==> src/rtl/detection_monitor_pkg.sv <==
// Shared state encoding, default widths and saturation helper for the
// detection window monitor.
package detection_monitor_pkg;

  typedef enum logic [1:0] {
    IDLE    = 2'd0,
    MONITOR = 2'd1,
    ALARM   = 2'd2
  } state_e;

  localparam int CNT_W_DEF = 8;
  localparam int GAP_W_DEF = 8;

  // All-ones value of a w-bit unsigned counter (w < 32).
  function automatic int sat_max(input int w);
    return (1 << w) - 1;
  endfunction

endpackage

==> src/rtl/det_sat_counter.sv <==
// Saturating up-counter. clr restarts the count; clr together with inc
// restarts it at one, so an event on the restart edge is not lost.
module det_sat_counter #(
  parameter int W = 8
) (
  input  logic         clock,
  input  logic         reset,
  input  logic         inc,
  input  logic         clr,
  output logic [W-1:0] count
);

  // NOTE: non-blocking assignments for every flop, so all registers in the
  // design update together from the values present before the edge.
  always_ff @(posedge clock or negedge reset) begin
    if (!reset) begin
      count <= '0;
    end else if (clr) begin
      count <= W'(inc);
    end else if (inc && (count != '1)) begin
      count <= count + W'(1);
    end
  end

endmodule

==> src/rtl/detection_window_monitor.sv <==
// Consumes the sequence detector strobe: total/window detection counts,
// inter-detection gap, and a sticky per-window threshold alarm.
module detection_window_monitor
  import detection_monitor_pkg::*;
#(
  parameter int CNT_W   = CNT_W_DEF,
  parameter int GAP_W   = GAP_W_DEF,
  parameter int WIN_LEN = 16,
  parameter int THRESH  = 3
) (
  input  logic             clock,
  input  logic             reset,
  input  logic             enable,
  input  logic             clear,
  input  logic             detect_in,
  input  logic             alarm_ack,
  output logic [CNT_W-1:0] total_count,
  output logic [CNT_W-1:0] window_count,
  output logic [GAP_W-1:0] last_gap,
  output logic             gap_valid,
  output logic             alarm
);

  localparam int               TW         = (WIN_LEN > 1) ? $clog2(WIN_LEN) : 1;
  localparam logic [TW-1:0]    TIMER_LAST = TW'(WIN_LEN - 1);
  localparam logic [CNT_W-1:0] CNT_MAX    = CNT_W'(sat_max(CNT_W));
  localparam logic [GAP_W-1:0] GAP_MAX    = GAP_W'(sat_max(GAP_W));
  localparam logic [CNT_W-1:0] THRESH_C   = CNT_W'(THRESH);

  state_e           state;
  logic [TW-1:0]    timer;
  logic             first_seen;
  logic [GAP_W-1:0] gap_cnt;

  logic             active;
  logic             counted_det;
  logic             rollover;
  logic             thresh_hit;
  logic             win_clr;
  logic             win_inc;
  logic             gap_clr;
  logic             gap_inc;
  logic [CNT_W-1:0] win_plus;
  logic [GAP_W-1:0] gap_plus;

  // NOTE: every signal is assigned on every pass through this block, so no
  // latch can be inferred.
  always_comb begin
    active      = (state != IDLE) && enable && !clear;
    counted_det = active && detect_in;
    rollover    = active && (timer == TIMER_LAST);
    win_plus    = (window_count == CNT_MAX) ? window_count : window_count + CNT_W'(1);
    gap_plus    = (gap_cnt == GAP_MAX) ? gap_cnt : gap_cnt + GAP_W'(1);
    thresh_hit  = counted_det && (state == MONITOR) && (win_plus == THRESH_C);
    // A detection on the rollover edge belongs to the ending window, so the
    // new window starts empty even if it coincides with an acknowledge.
    win_clr     = clear || ((state != IDLE) && !enable) || rollover
                  || (active && (state == ALARM) && alarm_ack);
    win_inc     = counted_det && !rollover;
    gap_clr     = clear || counted_det;
    gap_inc     = active && !detect_in;
  end

  det_sat_counter #(.W(CNT_W)) u_total (
    .clock (clock),
    .reset (reset),
    .inc   (counted_det),
    .clr   (clear),
    .count (total_count)
  );

  det_sat_counter #(.W(CNT_W)) u_window (
    .clock (clock),
    .reset (reset),
    .inc   (win_inc),
    .clr   (win_clr),
    .count (window_count)
  );

  det_sat_counter #(.W(GAP_W)) u_gap (
    .clock (clock),
    .reset (reset),
    .inc   (gap_inc),
    .clr   (gap_clr),
    .count (gap_cnt)
  );

  always_ff @(posedge clock or negedge reset) begin
    if (!reset) begin
      state      <= IDLE;
      timer      <= '0;
      first_seen <= 1'b0;
      last_gap   <= '0;
      gap_valid  <= 1'b0;
      alarm      <= 1'b0;
    end else if (clear) begin
      state      <= enable ? MONITOR : IDLE;
      timer      <= '0;
      first_seen <= 1'b0;
      last_gap   <= '0;
      gap_valid  <= 1'b0;
      alarm      <= 1'b0;
    end else begin
      gap_valid <= 1'b0;
      unique case (state)
        IDLE: begin
          timer <= '0;
          if (enable) state <= MONITOR;
        end
        MONITOR, ALARM: begin
          if (!enable) begin
            state <= IDLE;
            alarm <= 1'b0;
            timer <= '0;
          end else begin
            timer <= rollover ? '0 : timer + TW'(1);
            if (detect_in) begin
              first_seen <= 1'b1;
              if (first_seen) begin
                last_gap  <= gap_plus;
                gap_valid <= 1'b1;
              end
            end
            if ((state == ALARM) && alarm_ack) begin
              state <= MONITOR;
              alarm <= 1'b0;
            end else if (thresh_hit) begin
              state <= ALARM;
              alarm <= 1'b1;
            end
          end
        end
        default: begin
          state <= IDLE;
          alarm <= 1'b0;
          timer <= '0;
        end
      endcase
    end
  end

endmodule

==> config.mk <==
export PLATFORM = sky130hd
export DESIGN_NAME = detection_window_monitor
export DESIGN_NICKNAME = d
export VERILOG_FILES = /design/src/rtl/detection_monitor_pkg.sv /design/src/rtl/det_sat_counter.sv /design/src/rtl/detection_window_monitor.sv
export SDC_FILE = /design/constraint.sdc
export NUM_CORES = 1
export LEC_CHECK = 0
export ABC_CLOCK_PERIOD_IN_PS = 2900
export BUFFER_PORTS_ARGS = -buffer_cell sky130_fd_sc_hd__clkbuf_2
export CAP_MARGIN = 20
export CORE_ASPECT_RATIO = 2
export CORE_MARGIN = 1.5
export CORE_UTILIZATION = 40
export DETAILED_ROUTE_END_ITERATION = 10
export PLACE_DENSITY = 0.62
export SLEW_MARGIN = 20
export SYNTH_ARGS = -nofsm -noshare
export SYNTH_HDL_FRONTEND = slang
export SYNTH_HIERARCHICAL = 1
export SYNTH_SLANG_ARGS = --single-unit
==> constraint.sdc <==
create_clock -name clock -period 2.9 [get_ports clock]
set_input_delay 0.435 -clock clock [delete_from_list [all_inputs] [get_ports clock]]
set_output_delay 0.435 -clock clock [all_outputs]
set_load 0.01 [all_outputs]
After elaboration in Yosys (flattened, before gate mapping) --
Cells that the tools add are included.
Cells by class: add/subtract/negate cells 4, eq/ne operators 12, muxes and demuxes 38, reductions and logical operators 37
Operator list (number):
- 8-bit 2-to-1 mux | 13
- 8-bit by 1-bit adder with 8-bit output, second input constant | 3
- 8-bit inequality test, second input constant | 3
- 8-bit equality test, second input constant | 2
- 4-bit 2-to-1 mux | 4
- 2-bit nonzero test | 8
- 1-bit logical AND | 15
- 1-bit 2-to-1 mux | 14
- 2-bit 2-to-1 mux | 5
- 8-bit by 2-bit equality test with 1-bit output, second input constant | 1
- 5-bit inequality test, second input constant | 1
- 4-bit by 1-bit adder with 4-bit output, second input constant | 1
- 4-bit equality test, second input constant | 1
- 1-bit zero test | 4
- 1-bit logical OR | 4
- 2-bit case mux with 2 select lines | 1
- 2-bit AND reduction | 2
- 4-bit AND reduction | 1
- 3-bit inequality test, second input constant | 1
- 3-bit AND reduction | 1
- 2-bit by 1-bit equality test with 1-bit output, second input constant | 1
- 2-bit equality test, second input constant | 1
- 2-bit zero test | 1
- 2-bit inequality test, second input constant | 1
- 2 further kinds | 2
Storage, ports and cells: flip-flop bits (word level) 41, input bits 6, output and inout bits 26, logic and storage cells 100

Longest topological paths before layout --
Gate-level depths: netlist (run 1).
word-level depth 11, mapped depth 8, mapped depth without buffers 8

Cells and area by module --
Netlist (run 1), hierarchy kept.
By module, submodules not included:
- det_sat_counter | instances 3, cells each 47, area each 473.0 um^2, sequential area each 200.2 um^2
- detection_window_monitor | instances 1, cells each 114, area each 1047.3 um^2, sequential area each 425.4 um^2

Least setup slack after synthesis (run 1) --
OpenSTA, ideal clock, no wires.
path kind register to register, from register state[0], to register u_gap.count[5], library setup time 132 ps, data arrival time 1907 ps, data required time 2768 ps, slack 861 ps, cell stages (with the launch flop) 7, buffers on the path 0, clock period less this slack 2039 ps, cell sequence dfrtp_1 -> inv_1 -> ha_1 -> nor4b_1 -> nand4_2 -> a2111oi_2 -> nor3b_1
Between the ends: cells in the longest elaborated chain, start to end 6, elaborated cells between the ends (all ways) 9, those cells by class mux: 1; reduce/logical: 8
RTL lines:
- start, declared | RTL line detection_window_monitor.sv:30 | state_e state;
- start signal, assigned | RTL line detection_window_monitor.sv:97 | state <= enable ? MONITOR : IDLE;
- 2-bit nonzero test | RTL line detection_window_monitor.sv:49 | active = (state != IDLE) && enable && !clear;
- 1-bit logical AND (2 in series) | RTL line detection_window_monitor.sv:49
- 1-bit logical AND | RTL line detection_window_monitor.sv:61 | gap_inc = active && !detect_in;
- net gap_inc | RTL line detection_window_monitor.sv:42 | logic gap_inc;
- 1-bit logical AND | RTL line det_sat_counter.sv:20 | end else if (inc && (count != '1)) begin
- 2-bit nonzero test (no line)
- end signal, assigned | RTL line det_sat_counter.sv:19 | count <= W'(inc);
- end signal, assigned | RTL line det_sat_counter.sv:21 | count <= count + W'(1);
- end, declared | RTL line det_sat_counter.sv:10 | output logic [W-1:0] count
The timed path passes the listed nets, and every way through them passes these cells. A chain may end at the register's enable or synchronous reset.

Worst setup path after layout (run 1) --
from register state[0], to register u_window.count[5]
Between the ends: elaborated cells between the ends (all ways) 17, those cells by class eq/ne: 1; mux: 1; reduce/logical: 15
RTL lines:
- 2-bit nonzero test | RTL line detection_window_monitor.sv:49
- 1-bit logical AND (2 in series) | RTL line detection_window_monitor.sv:49
- 1-bit logical AND | RTL line detection_window_monitor.sv:50 | counted_det = active && detect_in;
- net counted_det | RTL line detection_window_monitor.sv:36 | logic counted_det;
- 1-bit logical AND | RTL line detection_window_monitor.sv:59 | win_inc = counted_det && !rollover;
- net win_inc | RTL line detection_window_monitor.sv:40 | logic win_inc;
- 1-bit logical AND | RTL line det_sat_counter.sv:20
- 2-bit nonzero test (no line)
- end signal, assigned | RTL line det_sat_counter.sv:19
- end signal, assigned | RTL line det_sat_counter.sv:21
- end, declared | RTL line det_sat_counter.sv:10
The timed path passes the listed nets, and every way through them passes these cells.

==> results of run 1 <==
[layout make-up]
class / count / area (um2)
timing repair buffer: 33 / 170
sequential: 41 / 1030
clock buffer: 5 / 125
inverter: 14 / 52.6
fill: 554 / 3100
tap: 63 / 78.8
multi-input combinational: 191 / 1340
clock inverter: 3 / 65.1
[sequential cells by signal (all words and copies together), names as in the netlist]
| register | cells |
|---|---|
| timer | 4 |
| first_seen | 1 |
| u_window/count | 8 |
| gap_valid | 1 |
| u_gap/count | 8 |
| last_gap | 8 |
| alarm | 1 |
| state | 2 |
| u_total/count | 8 |
[layout by cell type, fill, tap and decap left out, drive strengths merged, types with 4 or more instances in the layout]
cell,instances
and3,8
nand3,10
mux2i,4
nor2,9
inv,14
dfrtp,41
o31ai,5
o21ai,17
or3,6
clkbuf,35
nor3b,4
nand2,19
nand2b,13
a21oi,20
o211ai,4
ha,10
nand4,7
nor3,5
[power groups by stage]
stage / Clock (mW) / Sequential (mW) / Combinational [mW]
floorplan: 0 / 0.603 / 0.0548
global placement: 0 / 0.604 / 0.0907
detailed placement: 0 / 0.604 / 0.0919
CTS: 0.739 / 0.594 / 0.0920
global route: 0.764 / 0.595 / 0.103
finish: 0.723 / 0.593 / 0.0901
[kinds of logic after synthesis]
group	Yosys count
mux	4
xor+xnor	4
fa+ha+maj	10
compound gates	73
simple gates	100
flops	41
buf+inv	23
[through the flow]
stage / std cells / setup slack (ns) / hold slack, ns / util (%)
after detailed placement: 342 / 0.597 / 0.480 / 44.8
after CTS: 350 / 0.595 / 0.363 / 48.0
after floorplan: 255 / 0.861 / 0.139 / -
final: 350 / 0.586 / 0.279 / 48.0
after global placement: 342 / 0.682 / 0.473 / 44.8
after global routing: 350 / 0.359 / 0.380 / 48.0
[layer usage]
layer	global-route usage [%]	routed length (um)	vias to the layer above
met1	19.6	2260	1006
met5	0	0	-
met2	34.4	3230	38
met4	9.92	161	0
met3	2.49	160	14
li1	-	-	1011
[path summary, 6_finish.rpt]
check                                     to  slack, ns  cells after the start
hold reg to reg                  last_gap[1]       0.49                      2
setup / recovery           u_window/count[5]       0.59                      8
min in group clock               last_gap[1]       0.49                      2
hold / removal             u_window/count[3]       0.28                      1
max in group asynchronous              alarm       2.03                      1
setup reg to reg           u_window/count[5]       0.59                      8
==> results.toml, run 1 <==
[run_status]
status = "finished clean"

[sta]
final.period_utilization_pct = 79.8
fin_crit_ns = 2.31
hold_viol = 0
skew_ns = 0.00678
slew_headroom_pct = 38.1
rsz0062_at_grt = "no"
finalSetupViolations = 0
drv_slew = 0
setup_tns_ns = 0
tightest_slew_ns = 0.929
fmax_mhz = 432

[placed_design]
gp_congestion = 0.867
portBuffers = 31
hpwl_mm = 4.22
placed_area_um2 = 2670

[logic_synthesis]
synth_area_leader_cell = "dfrtp_1"
ys_ff_latch = 41
synth_compound_area_share_pct = 20.4
synth_edf_count = 0
ys_async_sr_fraction_pct = 100
syn_inst = 255
synth.area.top_cells = "dfrtp_1 42%, ha_1 5.1%, a21oi_1 4.1%"
avgSynthCellArea_um2 = 9.67
synth_fa_ha_area_share_pct = 5.07
synth_top_family_by_area = "simple AND/OR/NAND/NOR gates"
synth_most_common_cell = "dfrtp_1"
yosysTopAreaCellShare_pct = 41.6
synth_nets = 271
synthXorXnorAreaFrac_pct = 1.42
muxShareOfSynthArea_pct = 1.62
synth-simple-area-share_pct = 25.8
yosysWarnings = 6
ys_top_cells_by_count = "41 x dfrtp_1, 20 x a21oi_1, 19 x nand2_1"
synth-main-ff-cell = "dfrtp_1"
ys_seq_area_share_pct = 41.6
synth_cell_type_count = 51
synth_area_um2 = 2470

[grt]
grt_overflow_total = 0
grt_max_degree = 42
track_usage_pct = 18.7
antenna_found_initial = 0
grt_pass1_wl_mm = 9.59
grt_pass1_vias = 2081

[power]
powerDensity_nw_per_um2 = 492
pwr-share-clk_pct = 51.4
p_switching_uw = 302
peakVddDrop_uv = 333
comb_power_share_pct = 6.4
p_sw_share_pct = 21.5
p_leak_nw = 1.27
intPower_mw = 1.10
pwr-share-seq_pct = 42.2
p_total_mw = 1.41

[floorplan]
core.rowCount = 40
initial_core_util_pct = 41.4
core_area_um2 = 5960
ios = 32
die_x_um = 58.5
die_h_um = 114
fp.dieArea_um2 = 6670

[clocking]
clk_latency_ns = 0.29
root_buffer = "clkbuf_16"
post_cts_resized = 0
postCtsSetupRepairBufs = 0
cts_made_buffers = 5
cts_tree = "done"
cts_buffer_depth = 2
ctsHoldBuffers = 0
cts.sinks = 41
htreeDepth = 2
clk_pin_slew_ns = 0.06

[cells_and_area]
diodes = 0
final_cell_area_um2 = 2860
drive_above_1_share_pct = 20.9
final_nets = 302
area_growth_pct = 15.8

[critical_path]
path_max_fanout = 6
rr_startpoint = "state[0]"
crit_required_ns = 3.06
startpoint = "state[0]"
crit_type = "reg -> reg"
path_delay_family = "simple AND/OR/NAND/NOR gates"
cpPeakStageDelay_ns = 0.38
critPathArrivalTime_ns = 2.48
cp-start-kind = "flip-flop"
cp_slowest_cell = "dfrtp_1"
crit_path_frequent_cell = "inv_1"
crit_chain = "inv_1 -> ha_1 -> nand4bb_1 -> inv_1 -> and2_1 -> nand4_2 -> a2111oi_2 -> nor3b_1"
critical_path_buf_inv_count = 2
end_kind = "flip-flop"

[drt]
route.detailed.drc = 0
detail_route.first_pass.iterations = 4
viasPerCell = 5.91
drt_first_iter_violations = 115
routed_wl_mm = 5.81
routedWlPerCell_um = 16.6
postRouteAntennaNets = 0
vias = 2069

[job]
maxCapViolCount = 0

[min_path]
hold_class = "in -> async"
(Power assumes the default switching activity.)
==> run 2: changes to the inputs <==
Settings changed: ABC_CLOCK_PERIOD_IN_PS 2900 to 2300.
Clock period 2.9 ns to 2.3 ns, I/O delays scaled along.
==> run 2 against run 1 <==
Flip-flop and latch count unchanged; utilization up 0.53 points; clock power is 15% higher; via count increased by 0.53%; sequential share of layout area down 0.39 points; fmax up 14%; critical path depth is the same; first-iteration DRC count is 23% lower; sequential power increased by 26%; largest power group unchanged; combinational power up 34%.
==> results.toml, run 2 (synthesis results as in run 1) <==
[clocking]
cts_buffer_depth = 2
postCtsSetupRepairBufs = 0
clk_latency_ns = 0.29
cts_tree = "done"
cts.sinks = 41
post_cts_resized = 0
clk_pin_slew_ns = 0.06
ctsHoldBuffers = 0
cts_made_buffers = 5
root_buffer = "clkbuf_16"
htreeDepth = 2

[floorplan]
fp.dieArea_um2 = 6670
core_area_um2 = 5960
ios = 32
core.rowCount = 40
die_h_um = 114
initial_core_util_pct = 41.4
die_x_um = 58.5

[sta]
fin_ws_ns = 0.268
finalSetupViolations = 0
final.period_utilization_pct = 88.4
rsz0062_at_grt = "no"
tightest_slew_ns = 0.572
drv_slew = 0
fin_crit_ns = 2.03
hold_viol = 0
skew_ns = 0.00913
setup_tns_ns = 0
slew_headroom_pct = 61.8
fmax_mhz = 492

[critical_path]
cp-start-kind = "flip-flop"
critPathArrivalTime_ns = 2.19
path_max_fanout = 6
startpoint = "state[0]"
end_kind = "flip-flop"
crit_type = "reg -> reg"
rr_startpoint = "state[0]"
crit_required_ns = 2.46
ff2ff_path_depth = 8

[power]
p_leak_nw = 1.29
peakVddDrop_uv = 367
powerDensity_nw_per_um2 = 588

[drt]
routedWlPerCell_um = 15.9
postRouteAntennaNets = 0
route.detailed.drc = 0
viasPerCell = 5.84
detail_route.first_pass.iterations = 4
drt_first_iter_violations = 89
routed_wl_mm = 5.67
vias = 2080

[cells_and_area]
mostFrequentLayoutCell = "dfrtp_1"
area_growth_pct = 17.1
final_nets = 308
fin_util_pct = 48.5
diodes = 0
drive_above_1_share_pct = 22.5
final_cell_mix = "41 x dfrtp_1, 31 x clkbuf_2, 20 x a21oi_1, 19 x nand2_1"

[placed_design]
gp_congestion = 0.797
portBuffers = 31
pre_cts_ws_ns = 0.304
hpwl_mm = 4.24

[grt]
grt_max_degree = 42
track_usage_pct = 19.1
grt_overflow_total = 0
antenna_found_initial = 0
grt_pass1_vias = 2040
grt_pass1_wl_mm = 9.84

[job]
maxCapViolCount = 0

[run_status]
status = "finished clean"

[min_path]
hold_class = "in -> async"
==> run 2: changes by cell type in the layout (fill, tap and decap cells not counted), sizes merged <==
| cell | before | now |
|---|---|---|
| bufinv | 2 | 1 |
| clkbuf | 35 | 37 |
| buf | 3 | 8 |
| clkinvlp | 0 | 1 |
| clkinv | 1 | 0 |
==> run 2: worst max-delay path, stage by stage (launching register included) <==
cell	delay, ns
dfrtp_1	0.38
inv_1	0.09
ha_1	0.25
nand4bb_1	0.21
inv_1	0.09
and2_1	0.22
nand4_2	0.20
a2111oi_2	0.37
nor3b_1	0.09
==> run 2: worst paths after layout <==
path | end | slack [ns]
max in group asynchronous | u_total/count[6] | 1.82
worst max register to register | u_window/count[5] | 0.27
worst min register to register | last_gap[1] | 0.49
worst min-delay path | u_window/count[4] | 0.12
worst max-delay path | u_window/count[5] | 0.27
min in group clock | first_seen | 0.30
==> run 2: routing by layer <==
| metal | routed length (um) | GRT usage (%) | up-vias |
|---|---|---|---|
| met3 | 158 | 3.63 | 16 |
| met4 | 218 | 10.9 | 0 |
| met2 | 3030 | 32.8 | 43 |
| li1 | - | - | 1025 |
| met1 | 2260 | 21.3 | 996 |
| met5 | 0 | 0 | - |
==> run 2: per-stage QoR <==
stage | hold slack [ns] | power (mW) | cells | cell area [um2]
finish | 0.116 | 1.70 | 356 | 2890
global route | 0.184 | 1.77 | 356 | 2890
CTS | 0.144 | 1.72 | 356 | 2890
detailed placement | 0.456 | 0.883 | 348 | 2710
global placement | 0.453 | 0.881 | 348 | 2710
floorplan | 0.0494 | 0.829 | 255 | 2470
==> run 2: final cells by class <==
class	instances	area [um2]
multi-input combinational	191	1340
clock inverter	2	37.5
tap	63	78.8
clock buffer	6	139
fill	556	3070
sequential	41	1030
timing repair buffer	39	215
inverter	14	52.6
==> run 2: where the power goes <==
| group | total [mW] | internal (mW) | switching (mW) | leakage [nW] |
|---|---|---|---|---|
| Clock | 0.829 | 0.541 | 0.288 | 0.0831 |
| Sequential | 0.747 | 0.732 | 0.0147 | 0.569 |
| Combinational | 0.121 | 0.0454 | 0.0754 | 0.640 |
| Total | 1.70 | 1.32 | 0.378 | 1.29 |
